===== src/rtl/k_fifo_2deep_ctl.sv =====
// Two-entry first-word-fall-through FIFO: pointers, occupancy, handshakes and
// a 2-word register array (registered write, combinational read).
module k_fifo_2deep_ctl #(
   parameter int unsigned data_size = 8,
   parameter int unsigned addr_size = 2
) (
   input  logic                 clk,
   input  logic                 rst,
   input  logic                 flush,
   input  logic                 wr_valid,
   output logic                 wr_ready,
   input  logic [data_size-1:0] wr_data,
   output logic                 rd_valid,
   input  logic                 rd_ready,
   output logic [data_size-1:0] rd_data,
   output logic [1:0]           count,
   output logic                 ovf_err,
   output logic                 udf_err
);

   localparam int unsigned CNT_W = 2;
   localparam logic [CNT_W-1:0] CNT_FULL  = CNT_W'(2);
   localparam logic [CNT_W-1:0] CNT_EMPTY = CNT_W'(0);

   // Storage: depth follows addr_size, addressed by 1-bit pointers.
   logic [data_size-1:0] r_mem [addr_size];

   logic             r_wptr;
   logic             r_rptr;
   logic [CNT_W-1:0] r_count;
   logic             r_ovf_err;
   logic             r_udf_err;

   logic             w_push;
   logic             w_pop;
   logic             w_ovf_hit;
   logic             w_udf_hit;
   logic             w_wptr_nxt;
   logic             w_rptr_nxt;
   logic [CNT_W-1:0] w_count_nxt;

   // Handshake qualifiers, all derived from registered occupancy.
   always_comb begin
      wr_ready  = (r_count != CNT_FULL);
      rd_valid  = (r_count != CNT_EMPTY);
      w_push    = wr_valid & wr_ready;
      w_pop     = rd_valid & rd_ready;
      w_ovf_hit = wr_valid & ~wr_ready;
      w_udf_hit = rd_ready & ~rd_valid;
   end

   // Next pointer and occupancy; flush discards contents and blocks push/pop.
   always_comb begin
      w_wptr_nxt  = r_wptr;
      w_rptr_nxt  = r_rptr;
      w_count_nxt = r_count;
      if (flush) begin
         w_wptr_nxt  = 1'b0;
         w_rptr_nxt  = 1'b0;
         w_count_nxt = CNT_EMPTY;
      end else begin
         if (w_push) w_wptr_nxt = ~r_wptr;
         if (w_pop)  w_rptr_nxt = ~r_rptr;
         case ({w_push, w_pop})
            2'b10:   w_count_nxt = r_count + CNT_W'(1);
            2'b01:   w_count_nxt = r_count - CNT_W'(1);
            default: w_count_nxt = r_count;
         endcase
      end
   end

   // Control state; sticky error flags only set in normal operation.
   always_ff @(posedge clk) begin
      if (rst) begin
         r_wptr    <= 1'b0;
         r_rptr    <= 1'b0;
         r_count   <= CNT_EMPTY;
         r_ovf_err <= 1'b0;
         r_udf_err <= 1'b0;
      end else begin
         r_wptr  <= w_wptr_nxt;
         r_rptr  <= w_rptr_nxt;
         r_count <= w_count_nxt;
         if (!flush) begin
            if (w_ovf_hit) r_ovf_err <= 1'b1;
            if (w_udf_hit) r_udf_err <= 1'b1;
         end
      end
   end

   // Data write; contents are intentionally not reset.
   always_ff @(posedge clk) begin
      if (!rst && !flush && w_push) begin
         r_mem[r_wptr] <= wr_data;
      end
   end

   assign rd_data = r_mem[r_rptr];
   assign count   = r_count;
   assign ovf_err = r_ovf_err;
   assign udf_err = r_udf_err;

endmodule

===== config.mk =====
export PLATFORM = sky130hd
export DESIGN_NAME = k_fifo_2deep_ctl
export DESIGN_NICKNAME = d
export VERILOG_FILES = /design/src/rtl/k_fifo_2deep_ctl.sv
export SDC_FILE = /design/constraint.sdc
export NUM_CORES = 1
export LEC_CHECK = 0
export ABC_AREA = 1
export BUFFER_PORTS_ARGS = -buffer_cell sky130_fd_sc_hd__buf_2
export CAP_MARGIN = 0
export CORE_MARGIN = 2
export CORE_UTILIZATION = 30
export CTS_CLUSTER_SIZE = 14
export DETAILED_ROUTE_END_ITERATION = 8
export PLACE_DENSITY = 0.55
export SLEW_MARGIN = 20
export SYNTH_ARGS = -nofsm -noshare
export SYNTH_HDL_FRONTEND = slang
export SYNTH_SLANG_ARGS = --single-unit

===== constraint.sdc =====
create_clock -name clk -period 4.1 [get_ports clk]
set_clock_uncertainty 0.05 [all_clocks]
set_input_delay 1.23 -clock clk [delete_from_list [all_inputs] [get_ports clk]]
set_output_delay 1.23 -clock clk [all_outputs]
set_load 0.03 [all_outputs]

Word-level counts from Yosys, hierarchy flattened
Memory sizes are Yosys's and may differ from the RTL's. A register that Yosys moved wholly into a read port is not among the register bits.
Cells that the tools add are included.
{"block": "classes", "reduce_logical": 9, "n_addsub": 2, "n_eq_ne": 3, "n_mux": 5, "bitwise": 9}
{"op": "1-bit NOT", "n": 5}
{"op": "1-bit AND", "n": 4}
{"op": "1-bit two-way mux", "n": 4}
{"op": "2-bit one-hot mux with 2 select lines", "n": 1}
{"op": "2-bit AND reduction", "n": 2}
{"op": "2-bit nonzero test", "n": 2}
{"op": "2-bit by 1-bit adder with 2-bit output (second input constant)", "n": 1}
{"op": "2-bit by 1-bit equality test with 1-bit output (second input constant)", "n": 1}
{"op": "2-bit equality test (second input constant)", "n": 1}
{"op": "1-bit logical AND", "n": 2}
{"op": "1-bit logical NOT", "n": 2}
{"op": "2-bit inequality test (second input constant)", "n": 1}
{"op": "2-bit OR reduction", "n": 1}
{"op": "2-bit by 1-bit subtractor with 2-bit output (second input constant)", "n": 1}
{"block": "totals", "ram_bits": 16, "regBits": 6, "output_inout_bits": 14, "n_memories": 1}
{"memory": "r_mem", "words": 2, "word_bits": 8, "rd": 1, "rd_clocked_by_memory_dff": 1, "wr": 1, "line_no": "26", "text": "logic [data_size-1:0] r_mem [addr_size];"}

Depth between registers and ports, before layout
{"block": "depth", "word_depth": 5, "depth_mapped": 9, "ltp_nobuf": 9}

Worst setup path before layout
No wires, ideal clock.
{"block": "synth_path", "path_type": "input -> register", "startpoint": "input flush", "endpoint": "memory r_mem[0][0], enable pin", "stages": 3, "t_arrival_ps": 1857, "setup_slack_ps": 1823, "t_required_ps": 3680, "path_buffers": 0, "setup_ps": 370, "path_cell_list": "nor2_4 > nand3_1 > nor2_1"}
{"block": "synth_between", "elab_chain_cells": 5}
{"item": "start: declaration", "line_no": "9", "text": "input logic flush,"}
{"item": "1-bit logical NOT", "line_no": "93", "text": "if (!rst && !flush && w_push) begin"}
{"item": "1-bit logical AND (2 in a row)", "line_no": "93"}
{"item": "1-bit two-way mux", "line_no": "93"}
{"item": "1-bit two-way mux (implied by the code)", "line_no": "94", "text": "r_mem[r_wptr] <= wr_data;"}
{"item": "end: declaration", "line_no": "26"}
No other way between the ends.

==> out/qor.csv <==
metric,value,unit
status,finished with violations,
violations,design-rule violations,
finalSetupTns,0,ps
clkTransAtPathRegs,110,ps
final_hold_viol_count,0,
drc,3,
start_util,32.2,%
clock_latency,300,ps
gr-total-overflow,0,
vias,582,
placedCellCount,127,
cts_root_buf,clkbuf_4,
clockBufferDepth,2,
slew_viol_final,0,
r2r_cells,4,
multi_input_comb_area,256,um2
fin_crit,2730,ps
r2r_start,count[0],
worstPathArrival,1450,ps
drt_wl_total,1530,um
regArea,621,um2
power.density,366,nW/um2
slew_headroom,53.3,%
synth_warnings,0,
ys_seq_area_share,68.6,%
ctsHoldBuffers,0,
placement_rows,19,
hp-class,flip-flop to flip-flop,
grt_max_degree,14,
rsz0062_at_grt,false,
antenna_found_initial,0,
die-width,58.9,um
grt_pass1_vias,540,
layout-drive-gt1-share,43.0,%
synth_top_area_share,53.1,%
gp_congestion,0.714,
max-vdd-ir-drop,0.225,mV
total_power,401,uW
synth_cells,71,
coreArea,2810,um2
fp.dieArea,3470,um2
post_synth.cell_area_avg,12.7,um2
rr_endpoint,r_mem[1][5],
post_cts_buffers,0,
drtIter0Drc,10,
synth_nets,85,
tightest_slew,697,ps
final_nets,115,
reg2reg_slack,2410,ps
pin_count,27,
portBuffers,26,
first_pass_iters,5,
grtUsageTotal,9.56,%
critPathLaunchType,flip-flop,
cts_tree,yes,
fmax,0.366,GHz
path_class,flip-flop to output port,
p_leak,0.441,nW
syn2layout_area_growth,21.2,%
finalSetupViolations,0,
cts_num_sinks,23,
post_drt_wl_per_cell,11.7,um
layout_common_cells,"buf_2 (26), edfxtp_1 (16), nor2_1 (11), mux2_2 (8), nand2_1 (8)",
crit_end,rd_data[3],
netlist-cell-type-count,17,
diodes,0,
die_h,58.9,um
required,2820,ps
stdcell_count,131,
post-route-period-util,66.6,%
vias_per_cell,4.44,
cts_buffers,3,
cp_max_fo,8,
final_common_cell,buf_2,
antenna_left,0,
htree_levels,1,
syn_area,905,um2
num-fill-cells,299,
synth_area_leader_cell,edfxtp_1,
hpwl,1150,um
ys_ff_latch,23,
max_cap_viol_count,0,
synth_area_leaders,"edfxtp_1 (53%), dfxtp_1 (15%), mux2_2 (10%), nor2_1 (4.6%), nand2_1 (3.3%)",
endpoint_kind,output port,
grt_pass1_wl,2390,um
cts-resized-gates,0,
## routing by layer
metal	track usage (%)	vias to the layer above	routed length, um
met3	4.18	0	125
met5	0	-	0
met4	2.92	0	0
li1	-	301	-
met2	15.1	23	735
met1	11.8	258	673
## worst min path at each step
| stage | from | end | cells past startpoint |
|---|---|---|---|
| after floorplan | r_wptr | r_wptr | 1 |
| after global placement | r_wptr | r_wptr | 1 |
| after detailed placement | ovf_err | ovf_err | 2 |
| after CTS | ovf_err | ovf_err | 2 |
| after global routing | ovf_err | ovf_err | 2 |
| final | ovf_err | ovf_err | 2 |
## power by group
group | switching [mW] | leakage [nW] | total, mW | internal [mW]
Combinational | 0.0285 | 0.221 | 0.0441 | 0.0155
Clock | 0.0629 | 0.0177 | 0.0993 | 0.0363
Sequential | 0.00410 | 0.202 | 0.258 | 0.254
Total | 0.0956 | 0.441 | 0.401 | 0.306
## critical path, cell delays in order, from the launching register on
cell and delay, ps:
dfxtp_1 580, mux2_2 400, buf_2 180
## layout make-up
type                    instances  share of cell area [%]
clock inverters                 1                   0.457
well taps                      31                    3.54
flip-flops and latches         23                    56.6
clock buffers                   3                    2.05
inverters                       6                    2.05
multi-input cells              41                    23.4
repair buffers                 26                    11.9
## sequential cells by signal, indices dropped and copies added, names as in the netlist, named ones only
name / count
r_rptr: 1
r_wptr: 1
r_mem: 16
udf_err: 1
ovf_err: 1
count: 2
## metrics by stage
step / worst slack (ps) / hold slack, ps / instance area, um2 / utilization [%]
final: 1370 / 424 / 1100 / 39.1
after global routing: 1290 / 472 / 1100 / 39.1
after CTS: 1340 / 431 / 1100 / 39.1
after detailed placement: 1480 / 408 / 1070 / 38.1
after global placement: 1490 / 412 / 1070 / 38.1
after floorplan: 1820 / 403 / 905 / -
## logic make-up (layout without fill, tap and decap cells)
family                   count (synthesis)  after routing  synth area share [%]
adder cells (fa/ha/maj)                  1              1                  1.38
flip-flops                              23             23                  68.6
AO/OA/AOI/OAI                            5              5                  2.77
buffers and inverters                    7             36                  3.04
AND/OR/NAND/NOR                         27             27                  14.2
multiplexers                             8              8                  9.96
## synthesized netlist by cell type, drive strengths merged
cell	count
a21oi	2
buf	1
dfxtp	7
edfxtp	16
ha	1
inv	6
mux2	8
nand2	9
nand3	2
nand4	2
nor2	14
o21ai	3
No activity file was read; power rests on OpenSTA's default activity.
